[config.mk]
export PLATFORM = sky130hd
export DESIGN_NAME = serial_link_raw_mode_capture
export DESIGN_NICKNAME = d
export VERILOG_FILES = /design/src/rtl/serial_link_raw_mode_capture.sv
export SDC_FILE = /design/constraint.sdc
export NUM_CORES = 1
export LEC_CHECK = 0
export CORE_UTILIZATION = 40
export DETAILED_ROUTE_END_ITERATION = 16
export PLACE_DENSITY = 0.69
export SLEW_MARGIN = 15
export SYNTH_ARGS = -nofsm -noshare
export SYNTH_HDL_FRONTEND = slang
export SYNTH_SLANG_ARGS = --single-unit
[constraint.sdc]
create_clock -name clk_i -period 3.3 [get_ports clk_i]
set_input_delay 0.66 -clock clk_i [delete_from_list [all_inputs] [get_ports clk_i]]
set_output_delay 0.66 -clock clk_i [all_outputs]
set_load 0.05 [all_outputs]
[src/rtl/serial_link_raw_mode_capture.sv]
// Raw-mode RX capture: pulls raw phy words from one selected channel into a readable FIFO,
// optionally starting at a masked trigger match. Capture never drops words; a full FIFO stalls the source.
module serial_link_raw_mode_capture #(
   parameter int NumChannels  = 4,
   parameter int PhyWidth     = 16,
   parameter int CaptureDepth = 8,
   parameter int CntWidth     = 16,
   localparam int Log2NumChannels = (NumChannels > 1) ? $clog2(NumChannels) : 1,
   localparam int Log2Depth       = $clog2(CaptureDepth)
) (
   input  logic                                  clk_i,
   input  logic                                  rst_ni,
   input  logic [NumChannels-1:0][PhyWidth-1:0]  data_in_i,
   input  logic [NumChannels-1:0]                data_in_valid_i,
   output logic [NumChannels-1:0]                data_in_ready_o,
   input  logic                                  cfg_raw_mode_en_i,
   input  logic [Log2NumChannels-1:0]            cfg_ch_sel_i,
   input  logic                                  cfg_drain_others_i,
   input  logic                                  cfg_start_i,
   input  logic                                  cfg_abort_i,
   input  logic                                  cfg_trig_en_i,
   input  logic [PhyWidth-1:0]                   cfg_trig_pattern_i,
   input  logic [PhyWidth-1:0]                   cfg_trig_mask_i,
   input  logic [CntWidth-1:0]                   cfg_capture_len_i,
   input  logic                                  cfg_fifo_clear_i,
   output logic [PhyWidth-1:0]                   cfg_data_o,
   output logic                                  cfg_data_valid_o,
   input  logic                                  cfg_data_ready_i,
   output logic [Log2Depth:0]                    cfg_fill_state_o,
   output logic                                  cfg_is_full_o,
   output logic [1:0]                            cfg_state_o,
   output logic [CntWidth-1:0]                   cfg_count_o
);

   typedef enum logic [1:0] {
      ST_IDLE    = 2'd0,
      ST_ARMED   = 2'd1,
      ST_CAPTURE = 2'd2,
      ST_DONE    = 2'd3
   } state_e;

   state_e                r_state;
   state_e                w_state_next;
   logic [CntWidth-1:0]   r_count;
   logic [CntWidth-1:0]   w_count_next;
   logic [CntWidth-1:0]   w_count_inc;

   logic [PhyWidth-1:0]   r_mem [CaptureDepth];
   logic [Log2Depth-1:0]  r_wptr;
   logic [Log2Depth-1:0]  r_rptr;
   logic [Log2Depth:0]    r_fill;

   logic                  w_sel_valid;
   logic [PhyWidth-1:0]   w_word;
   logic                  w_match;
   logic                  w_full;
   logic                  w_valid;
   logic                  w_ctrl_block;
   logic                  w_sel_ready;
   logic                  w_take;
   logic                  w_push;
   logic                  w_pop;

   assign w_sel_valid = data_in_valid_i[cfg_ch_sel_i];
   assign w_word      = data_in_i[cfg_ch_sel_i];
   assign w_match     = ((w_word ^ cfg_trig_pattern_i) & cfg_trig_mask_i) == '0;
   assign w_full      = (r_fill == (Log2Depth+1)'(CaptureDepth));
   assign w_valid     = (r_fill != '0);
   assign w_count_inc = r_count + CntWidth'(1);

   // Control cycles never pop the selected channel, so no word is consumed and then thrown away.
   assign w_ctrl_block = cfg_abort_i | cfg_start_i | cfg_fifo_clear_i | ~cfg_raw_mode_en_i;

   always_comb begin
      w_sel_ready = 1'b0;
      if (!w_ctrl_block) begin
         case (r_state)
            ST_ARMED:   w_sel_ready = ~(w_match & w_full);
            ST_CAPTURE: w_sel_ready = ~w_full;
            default:    w_sel_ready = 1'b0;
         endcase
      end
   end

   assign w_take = w_sel_ready & w_sel_valid;
   assign w_push = w_take & ((r_state == ST_CAPTURE) | w_match);
   assign w_pop  = cfg_data_ready_i & w_valid & ~cfg_fifo_clear_i;

   generate
      for (genvar gi = 0; gi < NumChannels; gi++) begin : g_ready
         assign data_in_ready_o[gi] = (cfg_ch_sel_i == Log2NumChannels'(gi)) ? w_sel_ready :
                                      (cfg_raw_mode_en_i & cfg_drain_others_i & data_in_valid_i[gi]);
      end
   endgenerate

   always_comb begin
      w_state_next = r_state;
      w_count_next = r_count;
      if (cfg_abort_i || !cfg_raw_mode_en_i) begin
         w_state_next = ST_IDLE;
      end else if (cfg_start_i) begin
         w_state_next = cfg_trig_en_i ? ST_ARMED : ST_CAPTURE;
         w_count_next = '0;
      end else begin
         case (r_state)
            ST_ARMED: begin
               if (w_push) begin
                  w_count_next = CntWidth'(1);
                  w_state_next = (cfg_capture_len_i == CntWidth'(1)) ? ST_DONE : ST_CAPTURE;
               end
            end
            ST_CAPTURE: begin
               if (w_push) begin
                  if (r_count != '1) w_count_next = w_count_inc;
                  // Length zero means run until abort; the counter then just saturates.
                  if ((cfg_capture_len_i != '0) && (w_count_inc == cfg_capture_len_i))
                     w_state_next = ST_DONE;
               end
            end
            default: begin
               w_state_next = r_state;
            end
         endcase
      end
   end

   always_ff @(posedge clk_i or negedge rst_ni) begin
      if (!rst_ni) begin
         r_state <= ST_IDLE;
         r_count <= '0;
      end else begin
         r_state <= w_state_next;
         r_count <= w_count_next;
      end
   end

   always_ff @(posedge clk_i) begin
      if (w_push) r_mem[r_wptr] <= w_word;
   end

   always_ff @(posedge clk_i or negedge rst_ni) begin
      if (!rst_ni) begin
         r_wptr <= '0;
         r_rptr <= '0;
         r_fill <= '0;
      end else if (cfg_fifo_clear_i) begin
         r_wptr <= '0;
         r_rptr <= '0;
         r_fill <= '0;
      end else begin
         if (w_push) r_wptr <= r_wptr + Log2Depth'(1);
         if (w_pop)  r_rptr <= r_rptr + Log2Depth'(1);
         case ({w_push, w_pop})
            2'b10:   r_fill <= r_fill + (Log2Depth+1)'(1);
            2'b01:   r_fill <= r_fill - (Log2Depth+1)'(1);
            default: r_fill <= r_fill;
         endcase
      end
   end

   assign cfg_data_o       = w_valid ? r_mem[r_rptr] : '0;
   assign cfg_data_valid_o = w_valid;
   assign cfg_fill_state_o = r_fill;
   assign cfg_is_full_o    = w_full;
   assign cfg_state_o      = r_state;
   assign cfg_count_o      = r_count;

endmodule

==> metrics.md <==
| Metric | Value |
|---|---|
| Peak supply drop | `0.2954 mV` |
| Vias in the first global route | `6763` |
| EDFF count, synth | `128` |
| Final hold violations | `0` |
| CTS max path bufs | `2` |
| Number of synthesized register bits | `156` |
| Hold WC Path Type | `reg -> reg` |
| Detailed Place HPWL | `around 16000 um` |
| Clk_skew | `9.328 ps` |
| Slew @ Worst Pin | `857.6 ps` |
| Sequential fraction of the synthesis area | `0.5422` |
| Status | `complete, but fails checks` |
| Routed WL | `22950 um` |
| Final ANT Viol Nets | `0` |
| Clock transition at the registers of the reported paths | `60 ps` |
| Failing checks | `setup timing` |
| Die ar. | `21540 um^2` |
| Leak pwr | `4.595 nW` |
| Largest net degree at the start of global routing | `35` |
| DRC viols | `0` |
| Area growth from synthesis to layout | `48.16%` |
| Vias per cell | `5.428` |
| Unique masters post-synth | `71` |
| Iter 0 DRT Violations | `381` |
| Cell Chain, Critical Path | `buf_12 > buf_12 > mux2i_4 > mux2i_2 > a2111oi_2 > a22o_2 > and4_4 > buf_6 > a21boi_4 > o21ai_4 > buf_6 > o31ai_4 > buf_6` |
| RSZ-0062 raised after global routing | `true` |
| PortBufs | `170` |
| Reg-to-Reg Start | `cfg_state_o[0]$_DFFE_PN0P_` |
| Clock H-tree levels | `4` |
| Root Buffer | `clkbuf_16` |
| Routability-driven placement congestion ratio | `0.9146` |
| Skew-Pair Late Insertion Delay | `430 ps` |
| CP startpoint kind | `primary input` |
| Setup tns final | `-1096 ps` |
| Critical Path Sink Type | `output port` |
| Initial antenna violation count | `0` |
| # hold bufs at CTS | `0` |
| Reg-to-Reg End | `cfg_fill_state_o[3]$_DFFE_PN0P_` |
| Nets@finish | `approximately 1000` |
| Setup Crit Path Kind | `in -> out` |
| Row cnt | `52` |
| Reg2reg path depth | `14` |
| Crit-path most repeated cell | `buf_6` |
| Worst path top cell family by delay | `compound AO/OA/AOI/OAI gates` |
| All-Layer GR Usage | `0.2156` |
| Worst endpoint required time | `2640 ps` |
| Pwr Density | `just under 400 nW/um^2` |
| Clock Power Share | `0.380` |
| Layout cells sized above 1 | `0.3315` |
| HP Start | `cfg_count_o[1]$_DFFE_PN0P_` |
| Net Sw Frac | `0.2686` |
| Diode count | `0` |
| Worst EP arrival | `2850 ps` |
| Max Slew Vio Count | `0` |
| Max-cap violations | `0` |
| Slowest stage delay, CP | `300 ps` |
| Crit share post-route | `1.065` |
| Final hold slack | `586.1 ps` |
| Post-Syn Area | `about 8400 um^2` |
| CP max-delay cell | `mux2i_2` |
| Hold path cells | `2` |
| Ys Warns | `0` |
| P_int | `between 3 and 4 mW` |
| Largest cells by area after synthesis | `edfxtp_1 46%, mux4_2 9.4%, dfrtp_1 8.4%` |
| IO Pins | `171` |
| Drt first pass iters | `5` |
| Post-synth top area share | `0.4586` |
| First-pass GRT wire length | `35430 um` |
| Rel. slew slack | `0.4283` |
| Initial core utilization | `0.4116` |
| Final Non-Filler Cells | `1169` |
| Pre-CTS setup slack | `-734.6 ps` |
| Syn avg cell area | `13.63 um^2` |
| Setup WS post-layout | `-214.5 ps` |
| DR WL/cell | `19.63 um` |
| Vias | `6345` |
| Sw Pwr | `1.323 mW` |
| Top achievable clock speed | `0.2845 GHz` |
| Seq pwr share | `0.442` |
| CTS tree | `done` |
| Fin crit period | `3514 ps` |
| Synth async-reset ratio | `0.1795` |
| Placed Cells | `1110` |
| Dominant synthesized flop cell | `edfxtp_1` |
| Post-synthesis cell count | `615` |
| R2R Setup Slk | `120 ps` |
| Post-layout util | `0.6098` |
| Synth area leader | `edfxtp_1` |
| Crit Path Max Fanout | `6` |
| Clock sink total | `between 150 and 200` |
| Core Region | `20360 um^2` |
| Comb pwr share | `0.178` |
| DIE WIDTH | `146.8 um` |
| CP Buf/Inv Count | `5` |
| Setup violations, final | `6` |
| Total congestion overflow | `0` |
| Mapped Nets | `between 700 and 800` |
| Die Ht | `around 150 um` |
| Hold EP | `cfg_count_o[1]$_DFFE_PN0P_` |
| CTS Buf Count | `17` |
[state kept, by name, summed over array words and instances, names as in the netlist]
signal,count
r_mem,128
cfg_count_o,16
cfg_fill_state_o,4
r_rptr,3
r_wptr,3
cfg_state_o,2
[cell families after synthesis]
family                     Yosys count  synth area share
buffers and inverters               50           0.02896
muxes                              111            0.1872
DFF                                156            0.5422
AOI/OAI and AO/OA                   99           0.09285
and+or+nand+nor                    150           0.09315
xor gates and xnor gates            41           0.04284
adders and majority gates            8           0.01284
[cell usage after synthesis, drive strengths merged, types with 14 or more instances]
| cell | number |
|---|---|
| edfxtp | 128 |
| xnor2 | 30 |
| mux4 | 35 |
| inv | 17 |
| nand3 | 19 |
| clkbuf | 16 |
| nor2 | 35 |
| buf | 17 |
| mux2i | 72 |
| nand2 | 30 |
| dfrtp | 28 |
| a21oi | 25 |
| nand2b | 14 |
[worst max-delay path by stage]
stage,start,endpoint,slack [ps],cells after the start
global route,cfg_ch_sel_i[1],data_in_ready_o[1],-330,13
floorplan,cfg_ch_sel_i[1],cfg_fill_state_o[3]$_DFFE_PN0P_,-260,15
CTS,cfg_ch_sel_i[1],data_in_ready_o[0],-240,14
global placement,cfg_ch_sel_i[0],cfg_fill_state_o[3]$_DFFE_PN0P_,-670,14
finish,cfg_ch_sel_i[1],data_in_ready_o[0],-210,13
detailed placement,cfg_ch_sel_i[0],cfg_fill_state_o[3]$_DFFE_PN0P_,-730,14
[metrics by stage]
stage	instance area, um^2	power (mW)
floorplan	8597	2.619
global placement	11220	2.989
detailed placement	11220	3.005
CTS	12180	4.928
global route	12420	5.083
finish	12420	4.927
[metal layers]
metal  part of all wire  GRT usage  routed length, um
met5                  0          0                  0
met1               0.41     0.2726               9487
met3              0.061    0.04845               1394
met2               0.51     0.3697              11750
met4              0.014    0.06302                315
[power groups by stage]
stage | clock [mW] | sequential (mW) | combinational, mW
2_1_floorplan | 0 | 2.22 | 0.394
3_3_place_gp | 0 | 2.22 | 0.771
3_5_place_dp | 0 | 2.22 | 0.786
4_1_cts | 1.90 | 2.18 | 0.849
5_1_grt | 1.98 | 2.18 | 0.929
6_report | 1.87 | 2.18 | 0.875
[cell usage in the layout, fill, tap and decap left out, types with 9 or more instances in the layout]
master,netlist,layout
dlymetal6s2s_1,0,12
inv_1,16,16
nor2_1,35,34
xor2_1,11,10
xnor2_1,30,26
nand2b_1,14,12
buf_4,0,105
a31oi_1,10,10
nand2_1,29,29
mux2i_4,0,12
mux2i_2,3,15
dlygate4sd2_1,0,39
a21oi_2,8,9
dfrtp_1,28,27
a21oi_1,17,15
clkbuf_16,0,19
nand3_1,17,17
mux4_2,35,35
edfxtp_1,128,128
clkdlybuf4s50_1,0,96
mux2i_1,69,45
nand4_1,9,9
buf_12,0,15
buf_6,5,12
[cell type report]
cell class                 count  area, um^2
clock buffer                  17       425.4
fill                        1528        7946
multi-input combinational    409        4106
clock inverter                15       150.1
timing repair buffer         285        2789
tap                          270       337.8
sequential                   156        4546
inverter                      17       63.81
[worst min-delay path, cell delays in order (launching register included)]
cell,delay [ps]
dfrtp_1,420
inv_1,70
mux2i_1,60
[what timing repair did]
action	in CTS	in global routing
gates resized for setup	98	34
buffers inserted	18	7
endpoints found under the setup margin	103	134
gates cloned	2	2
pin swaps	21	15
No activity file was read; power rests on OpenSTA's default activity.
